--- src/rtl/mac_chain_pipe.sv ---
// Pipelined multiply-add chain: stage k registers (y(k-1)*b + c) mod 2^W, with a
// global-stall valid/ready handshake and an optional running accumulator at the output.
module mac_chain_pipe #(
  parameter int DATA_WIDTH = 8,
  parameter int DEPTH      = 2
) (
  input  logic                  clk,
  input  logic                  rst_n,
  input  logic                  in_valid,
  output logic                  in_ready,
  input  logic [DATA_WIDTH-1:0] in_a,
  input  logic [DATA_WIDTH-1:0] in_b,
  input  logic [DATA_WIDTH-1:0] in_c,
  input  logic                  in_mode,
  input  logic                  acc_clr,
  output logic                  out_valid,
  input  logic                  out_ready,
  output logic [DATA_WIDTH-1:0] out_data,
  output logic [DATA_WIDTH-1:0] acc_value
);

  localparam int W    = DATA_WIDTH;
  localparam int LAST = DEPTH - 1;

  logic stall;
  logic adv;
  logic accept;

  // Stage registers; index k holds pipeline stage k+1.
  logic         valid_q [DEPTH];
  logic         valid_d [DEPTH];
  logic [W-1:0] y_q     [DEPTH];
  logic [W-1:0] y_d     [DEPTH];
  logic [W-1:0] b_q     [DEPTH];
  logic [W-1:0] b_d     [DEPTH];
  logic [W-1:0] c_q     [DEPTH];
  logic [W-1:0] c_d     [DEPTH];
  logic         mode_q  [DEPTH];
  logic         mode_d  [DEPTH];

  // Operands feeding each stage and that stage's chain result.
  logic         src_valid [DEPTH];
  logic [W-1:0] src_y     [DEPTH];
  logic [W-1:0] src_b     [DEPTH];
  logic [W-1:0] src_c     [DEPTH];
  logic         src_mode  [DEPTH];
  logic [2*W-1:0] prod    [DEPTH];
  logic [W-1:0] chain_y   [DEPTH];

  logic [W-1:0] acc_q;
  logic [W-1:0] acc_d;
  logic [W-1:0] acc_base;
  logic [W-1:0] acc_sum;

  assign stall    = out_valid & ~out_ready;
  assign adv      = ~stall;
  assign in_ready = ~stall;
  assign accept   = in_valid & in_ready;

  genvar gi;
  generate
    for (gi = 0; gi < DEPTH; gi++) begin : gen_stage
      if (gi == 0) begin : gen_first
        assign src_valid[gi] = accept;
        assign src_y[gi]     = in_a;
        assign src_b[gi]     = in_b;
        assign src_c[gi]     = in_c;
        assign src_mode[gi]  = in_mode;
      end else begin : gen_next
        assign src_valid[gi] = valid_q[gi-1];
        assign src_y[gi]     = y_q[gi-1];
        assign src_b[gi]     = b_q[gi-1];
        assign src_c[gi]     = c_q[gi-1];
        assign src_mode[gi]  = mode_q[gi-1];
      end
      // Full-width product first, then keep the low W bits of product + c.
      assign prod[gi]    = {{W{1'b0}}, src_y[gi]} * {{W{1'b0}}, src_b[gi]};
      assign chain_y[gi] = W'(prod[gi] + {{W{1'b0}}, src_c[gi]});
    end
  endgenerate

  always_comb begin
    for (int k = 0; k < DEPTH; k++) begin
      valid_d[k] = valid_q[k];
      y_d[k]     = y_q[k];
      b_d[k]     = b_q[k];
      c_d[k]     = c_q[k];
      mode_d[k]  = mode_q[k];
    end
    // Clear is applied before any add so a coincident load yields acc = y.
    acc_base = acc_clr ? '0 : acc_q;
    acc_sum  = acc_base + chain_y[LAST];
    acc_d    = acc_base;
    if (adv) begin
      for (int k = 0; k < DEPTH; k++) begin
        valid_d[k] = src_valid[k];
        y_d[k]     = chain_y[k];
        b_d[k]     = src_b[k];
        c_d[k]     = src_c[k];
        mode_d[k]  = src_mode[k];
      end
      if (src_valid[LAST] && src_mode[LAST]) begin
        acc_d      = acc_sum;
        y_d[LAST]  = acc_sum;
      end
    end
  end

  always_ff @(posedge clk) begin
    if (!rst_n) begin
      for (int k = 0; k < DEPTH; k++) begin
        valid_q[k] <= 1'b0;
        y_q[k]     <= '0;
        b_q[k]     <= '0;
        c_q[k]     <= '0;
        mode_q[k]  <= 1'b0;
      end
      acc_q <= '0;
    end else begin
      for (int k = 0; k < DEPTH; k++) begin
        valid_q[k] <= valid_d[k];
        y_q[k]     <= y_d[k];
        b_q[k]     <= b_d[k];
        c_q[k]     <= c_d[k];
        mode_q[k]  <= mode_d[k];
      end
      acc_q <= acc_d;
    end
  end

  assign out_valid = valid_q[LAST];
  assign out_data  = y_q[LAST];
  assign acc_value = acc_q;

endmodule
--- config.mk ---
export PLATFORM = sky130hd
export DESIGN_NAME = mac_chain_pipe
export DESIGN_NICKNAME = d
export VERILOG_FILES = /design/src/rtl/mac_chain_pipe.sv
export SDC_FILE = /design/constraint.sdc
export NUM_CORES = 1
export LEC_CHECK = 0
export ABC_AREA = 0
export BUFFER_PORTS_ARGS = -buffer_cell sky130_fd_sc_hd__buf_4
export CORE_MARGIN = 2
export CORE_UTILIZATION = 54
export CTS_CLUSTER_DIAMETER = 100
export DETAILED_ROUTE_END_ITERATION = 7
export GPL_TIMING_DRIVEN = 0
export PLACE_DENSITY = 0.85
export SLEW_MARGIN = 0
export SYNTH_ARGS = -nofsm -noshare
export SYNTH_HDL_FRONTEND = slang
export SYNTH_SLANG_ARGS = --single-unit
--- constraint.sdc ---
create_clock -name clk -period 4.14 [get_ports clk]
set_input_delay 0.414 -clock clk [delete_from_list [all_inputs] [get_ports clk]]
set_output_delay 0.414 -clock clk [all_outputs]
set_load 0.1 [all_outputs]
# ---- Yosys cells after proc, flatten, opt, wreduce, memory -nomap -nowiden
# Memory sizes are Yosys's and may differ from the RTL's.
# Cells that the tools add are included.
dict set report totals {
  output_inout_bits 18
  reg_bits 8
  latch_bits 0
  n_memories 5
  ramBits 52
  mem_bits_ro 0
  inputBits 30
  word_cells 49
}
# name words width rd rd_ports_with_merged_regs write_ports line_no
set mem_list {}
lappend mem_list {b_q 2 8 1 0 2 34} ;# logic [W-1:0] b_q [DEPTH];
lappend mem_list {c_q 2 8 1 0 2 36} ;# logic [W-1:0] c_q [DEPTH];
lappend mem_list {y_q 2 8 2 0 2 32} ;# logic [W-1:0] y_q [DEPTH];
lappend mem_list {mode_q 2 1 1 0 2 38} ;# logic mode_q [DEPTH];
lappend mem_list {valid_q 2 1 2 0 2 30} ;# logic valid_q [DEPTH];
dict set report op_classes {
  n_mul 2
  magnitude_cmp 0
  n_eq_ne 1
  shift 0
  bitwise 14
  addsub 3
  n_div 0
  n_reduce_logical 2
  mux 21
}
# cell count
set ops {}
lappend ops {{8-bit 2-to-1 mux} 10}
lappend ops {{16-bit 2-to-1 mux} 3}
lappend ops {{8-bit adder} 3}
lappend ops {{8-bit by 8-bit multiplier with 8-bit output} 2}
lappend ops {{1-bit bitwise OR} 10}
lappend ops {{1-bit 2-to-1 mux} 6}
lappend ops {{2-bit 2-to-1 mux} 2}
lappend ops {{1-bit AND} 2}
lappend ops {{1-bit inverter} 2}
lappend ops {{2-bit AND reduction} 1}
lappend ops {{1-bit logical AND} 1}
lappend ops {{1-bit != test (second input constant)} 1}

# ---- Depth between registers and ports, before layout
dict set report logic_depth {
  word_depth 6
  mapped_depth 21
  depth_no_buf 21
}

# ---- Least setup slack after synthesis
# OpenSTA, ideal clock, no wires.
dict set report synth_timing {
  path_type {register -> register}
  from {mem b_q[0][1] in the netlist's numbering}
  to {reg acc_q[7], in the netlist acc_value[7]}
  path_buffers 0
  arrival_ns 4.217
  required_time_ns 4.070
  stages_incl_launch_ff 18
  period_less_slack_ns 4.287
  slack_ns -0.147
  setup_time_ns 0.070
  path_cell_list {edfxtp_1 nand2_1 fa_1 inv_1 fa_1 ha_1 inv_1 fa_1 fa_1 inv_1 ha_1 o21ai_0 nand2b_1 a21oi_1 a21oi_1 xnor2_1 or3_1 a21boi_1}
}
dict set report synth_via {
  elab_chain_cells 6
}
# element line_no
set synth_rtl {}
lappend synth_rtl {{start, declared} 34}
lappend synth_rtl {{memory 2 x 8 bit} n/a}
lappend synth_rtl {{8-bit by 8-bit multiplier with 8-bit output} 77} ;# assign prod[gi] = {{W{1'b0}}, src_y[gi]} * {{W{1'b0}}, src_b[gi]};
lappend synth_rtl {{8-bit adder} 78} ;# assign chain_y[gi] = W'(prod[gi] + {{W{1'b0}}, src_c[gi]});
lappend synth_rtl {{8-bit adder} 92} ;# acc_sum = acc_base + chain_y[LAST];
lappend synth_rtl {{8-bit 2-to-1 mux} 102} ;# if (src_valid[LAST] && src_mode[LAST]) begin
lappend synth_rtl {{8-bit 2-to-1 mux} 94} ;# if (adv) begin
lappend synth_rtl {{end signal, assigned} 118} ;# acc_q <= '0;
lappend synth_rtl {{end signal, assigned} 127} ;# acc_q <= acc_d;
lappend synth_rtl {{end, declared} 50} ;# logic [W-1:0] acc_q;
# No other way between the ends.
# A chain may end at the register's enable or synchronous reset.

==> out/results.txt <==
The logs give 3186 for the via count and 18 for the pin count of the biggest net entering global routing. The flow ran to the end, but the final reports show violations. The worst register-to-register path begins at b_q[0][0]$_SDFFCE_PN0P_.

The power per unit of standard cell area came out at 449 nW/um^2. The run gives 0.0128 ns as the worst clock skew on the final layout. The number of pins exceeding their max-slew limit in the final report was 0. The run gives 0.00221 W as the post-route total power.

The share of post-route cells with drive strength above 1 is 0.200. Setup repair after global routing could not meet its margin everywhere. TritonCTS built the clock tree. The half-perimeter wire length after detailed placement came out at 7.04 mm. The final cycle utilization of the critical path was 1.08. The met3 track demand over resource in global routing was 0.0267. The initialized floorplan defines 31 standard-cell rows. The H-tree level count is 2. The final antenna diode count came out at 0.

The final period demand of the worst path works out to 4.46 ns. The run gives 561 as the count of filler cells inserted in the layout. The first global-routing pass estimated 14.9 mm of wire. The setup path with the least slack is of type reg2reg.

After synthesis, the netlist uses 26 different library cells. Highest net fanout along the worst path: 5. In this run the clock root is driven by a sky130_fd_sc_hd__clkbuf_8. After detailed routing, the number of remaining DRC violations is 0. In this run the remaining antenna-violating nets after routing total 0. The post-synthesis net count is 560, and the final worst setup slack is -0.320 ns. Overall die width: 90.7 microns. The via count of the first global-routing pass is 3332.

The checks that failed: negative setup slack. Pin placement for this block handled 48 I/O pins. At the pin with the least slew margin, the transition time is 0.669 ns. Dividing the detail-routed wire length by the instance count gives 14.8 microns. Clock latency on the worst-skew pair, taken at its later pin, is 0.30 ns. The worst slew margin relative to its limit is 0.553, and the weighted congestion at the end of routability-driven global placement is 0.859. The share of async-settable or async-resettable flops after synthesis works out to 0. VDD sags by at most 0.000192 V. In this run the most used layer during global routing was met2. For the final routed database, the setup TNS stands at -1.15 ns. The worst hold path belongs to the class in2reg.

For this block, the routed nets add up to 9.07 mm of wire. At the worst endpoint, the arrival time is 4.64 ns. The number of warnings printed during yosys synthesis came out at 0. The run gives 0.559 as the starting density of the core. The final layout contains 621 nets. The share of the yosys chip area belonging to registers came out at 0.254. The clock drives 43 sinks. Yosys mapped a number of flops with a built-in enable equal to 17.

The global routing usage on met1 was 0.268; the via density per instance was 5.20. The global-route track usage on met2 was 0.422; the standby leakage power was 2.35 nW. The core region area was 7250 sq um. After synthesis, the mean cell area works out to 8.97 sq um.

In this run the most critical hold path is launched from in_valid. Number of synthesized register bits: 43. Buffers placed on the I/O ports in this run total 45. At the worst endpoint, the required time is 4.32 ns.

The number of clock buffers added by TritonCTS is 5. The run gives 8220 sq um as the overall die area. The number of hold violations in the final report came out at 0. The detailed router finished its first iteration with 141 violations. Counting along the longest clock path gives a buffer depth of 2. The total global routing track utilization was 0.226; the CTS clock-pin slew for the worst setup and hold paths was 0.09 ns. For this run, the leading register cell type out of synthesis is sky130_fd_sc_hd__dfxtp_1. The worst setup path is captured at a flip-flop.

The number of endpoints failing setup at the final stage came out at 7. The area growth from synthesis to layout is 21.2%. Summed over all layers, the global routing overflow is 0. The tools report the start point of the critical path as b_q[0][0]$_SDFFCE_PN0P_.

The worst setup path is launched from a flip-flop. For the area of the mapped netlist, the log shows 4060 sq um. The cell count after synthesis came out at 452. The die is 90.7 microns tall.

The run gives 0 as the number of max-cap violations. The number of hold buffers added after CTS was 0. The fmax came out at 224 MHz.

For the share of the core filled with cells, the log shows 0.678. Number of antenna violations at the first check in global routing: 0. The pre-antenna-repair detailed-routing pass consisted of 5 iterations.
==> registers in the layout, indices dropped and copies added, names as in the netlist <==
signal,count
mode_q,1
c_q,8
b_q,8
y_q,16
valid_q,2
acc_value,8
==> metal layers <==
metal  vias up  share of wire  wire, microns
li1       1542              -              -
met1      1532           0.40           3660
met2        94           0.53           4820
met3        18          0.043            394
met4         0          0.020            185
met5         -              0              0
==> kinds of logic (layout without fill, tap and decap cells) <==
family,Yosys count,in the layout,share of synthesized area
AOI/OAI and AO/OA,56,56,0.0932
xor gates and xnor gates,42,42,0.0907
adders and majority gates,78,78,0.309
buffers and inverters,80,142,0.0740
DFF,43,43,0.254
and+or+nand+nor,153,153,0.179
==> worst max-delay path: stages (launching register included) <==
cell and delay (ns):
sky130_fd_sc_hd__edfxtp_1 0.48, sky130_fd_sc_hd__buf_6 0.18, sky130_fd_sc_hd__and2_4 0.15, sky130_fd_sc_hd__fa_2 0.39, sky130_fd_sc_hd__ha_4 0.26, sky130_fd_sc_hd__ha_4 0.26
sky130_fd_sc_hd__inv_2 0.04, sky130_fd_sc_hd__fa_1 0.49, sky130_fd_sc_hd__inv_1 0.08, sky130_fd_sc_hd__ha_2 0.19, sky130_fd_sc_hd__inv_2 0.05, sky130_fd_sc_hd__fa_2 0.59
sky130_fd_sc_hd__inv_2 0.05, sky130_fd_sc_hd__ha_4 0.22, sky130_fd_sc_hd__o21ai_2 0.10, sky130_fd_sc_hd__nand2b_1 0.07, sky130_fd_sc_hd__a21oi_2 0.13, sky130_fd_sc_hd__a21oi_2 0.06
sky130_fd_sc_hd__xnor2_1 0.14, sky130_fd_sc_hd__nor2_1 0.16, sky130_fd_sc_hd__xnor2_1 0.16, sky130_fd_sc_hd__a21oi_1 0.08
==> power breakdown <==
group          internal (W)  switching (W)  leakage [nW]  total (W)
Clock              0.000183       0.000157        0.0587   0.000340
Sequential         0.000503      0.0000575         0.410   0.000560
Combinational      0.000572       0.000733          1.88    0.00130
Total               0.00126       0.000948          2.35    0.00221
==> worst paths after layout <==
check                                to  slack, ns  cells after the start
min          valid_q[0][0]$_SDFFE_PN0N_       0.37                      3
max             y_q[0][15]$_SDFFE_PN0N_      -0.32                     21
min reg2reg      y_q[0][7]$_SDFFE_PN0N_       0.51                      1
max reg2reg     y_q[0][15]$_SDFFE_PN0N_      -0.32                     21
==> synth_stat cells (10+ instances only) <==
master / instances / share of area
sky130_fd_sc_hd__a21boi_0: 12 / 0.022
sky130_fd_sc_hd__a21oi_1: 15 / 0.019
sky130_fd_sc_hd__and2_1: 44 / 0.068
sky130_fd_sc_hd__clkbuf_1: 12 / 0.011
sky130_fd_sc_hd__dfxtp_1: 26 / 0.13
sky130_fd_sc_hd__edfxtp_1: 17 / 0.13
sky130_fd_sc_hd__fa_1: 37 / 0.18
sky130_fd_sc_hd__ha_1: 41 / 0.13
sky130_fd_sc_hd__inv_1: 68 / 0.063
sky130_fd_sc_hd__nand2_1: 82 / 0.076
sky130_fd_sc_hd__o21ai_0: 10 / 0.012
sky130_fd_sc_hd__xnor2_1: 37 / 0.080
==> cell usage in the layout (no fill, tap or decap), drive strengths merged, types with 10 or more instances in the layout <==
master	n
nand2	82
inv	69
buf	54
and2	44
ha	41
fa	37
xnor2	37
dfxtp	26
edfxtp	17
clkbuf	17
a21oi	15
a21boi	13
o21ai	10
==> repair_timing <==
action,in CTS,in global routing
gates cloned,0,0
buffers inserted,5,5
gates resized for setup,11,31
endpoints found under the setup margin,6,7
pin swaps,12,32
==> stage by stage <==
stage               hold WS, ns  cell area (sq um)  setup WS, ns  std cells
floorplan                 0.468               4080        0.0144        452
finish                    0.375               4910        -0.320        613
detailed placement        0.495               4550        -0.336        596
global placement          0.487               4550        -0.248        596
CTS                       0.377               4750        -0.299        609
global route              0.384               4910        -0.463        613
==> cell type report <==
type                       instances  area [sq um]  area share
tap                               99           124      0.0252
inverter                          68           255      0.0519
clock inverter                     3          47.5     0.00967
timing repair buffer              54           413      0.0840
clock buffer                       5          68.8      0.0140
multi-input combinational        329          2930       0.595
sequential                        43          1040       0.211
buffer                            12          45.0     0.00916
No activity file was read; power rests on OpenSTA's default activity.
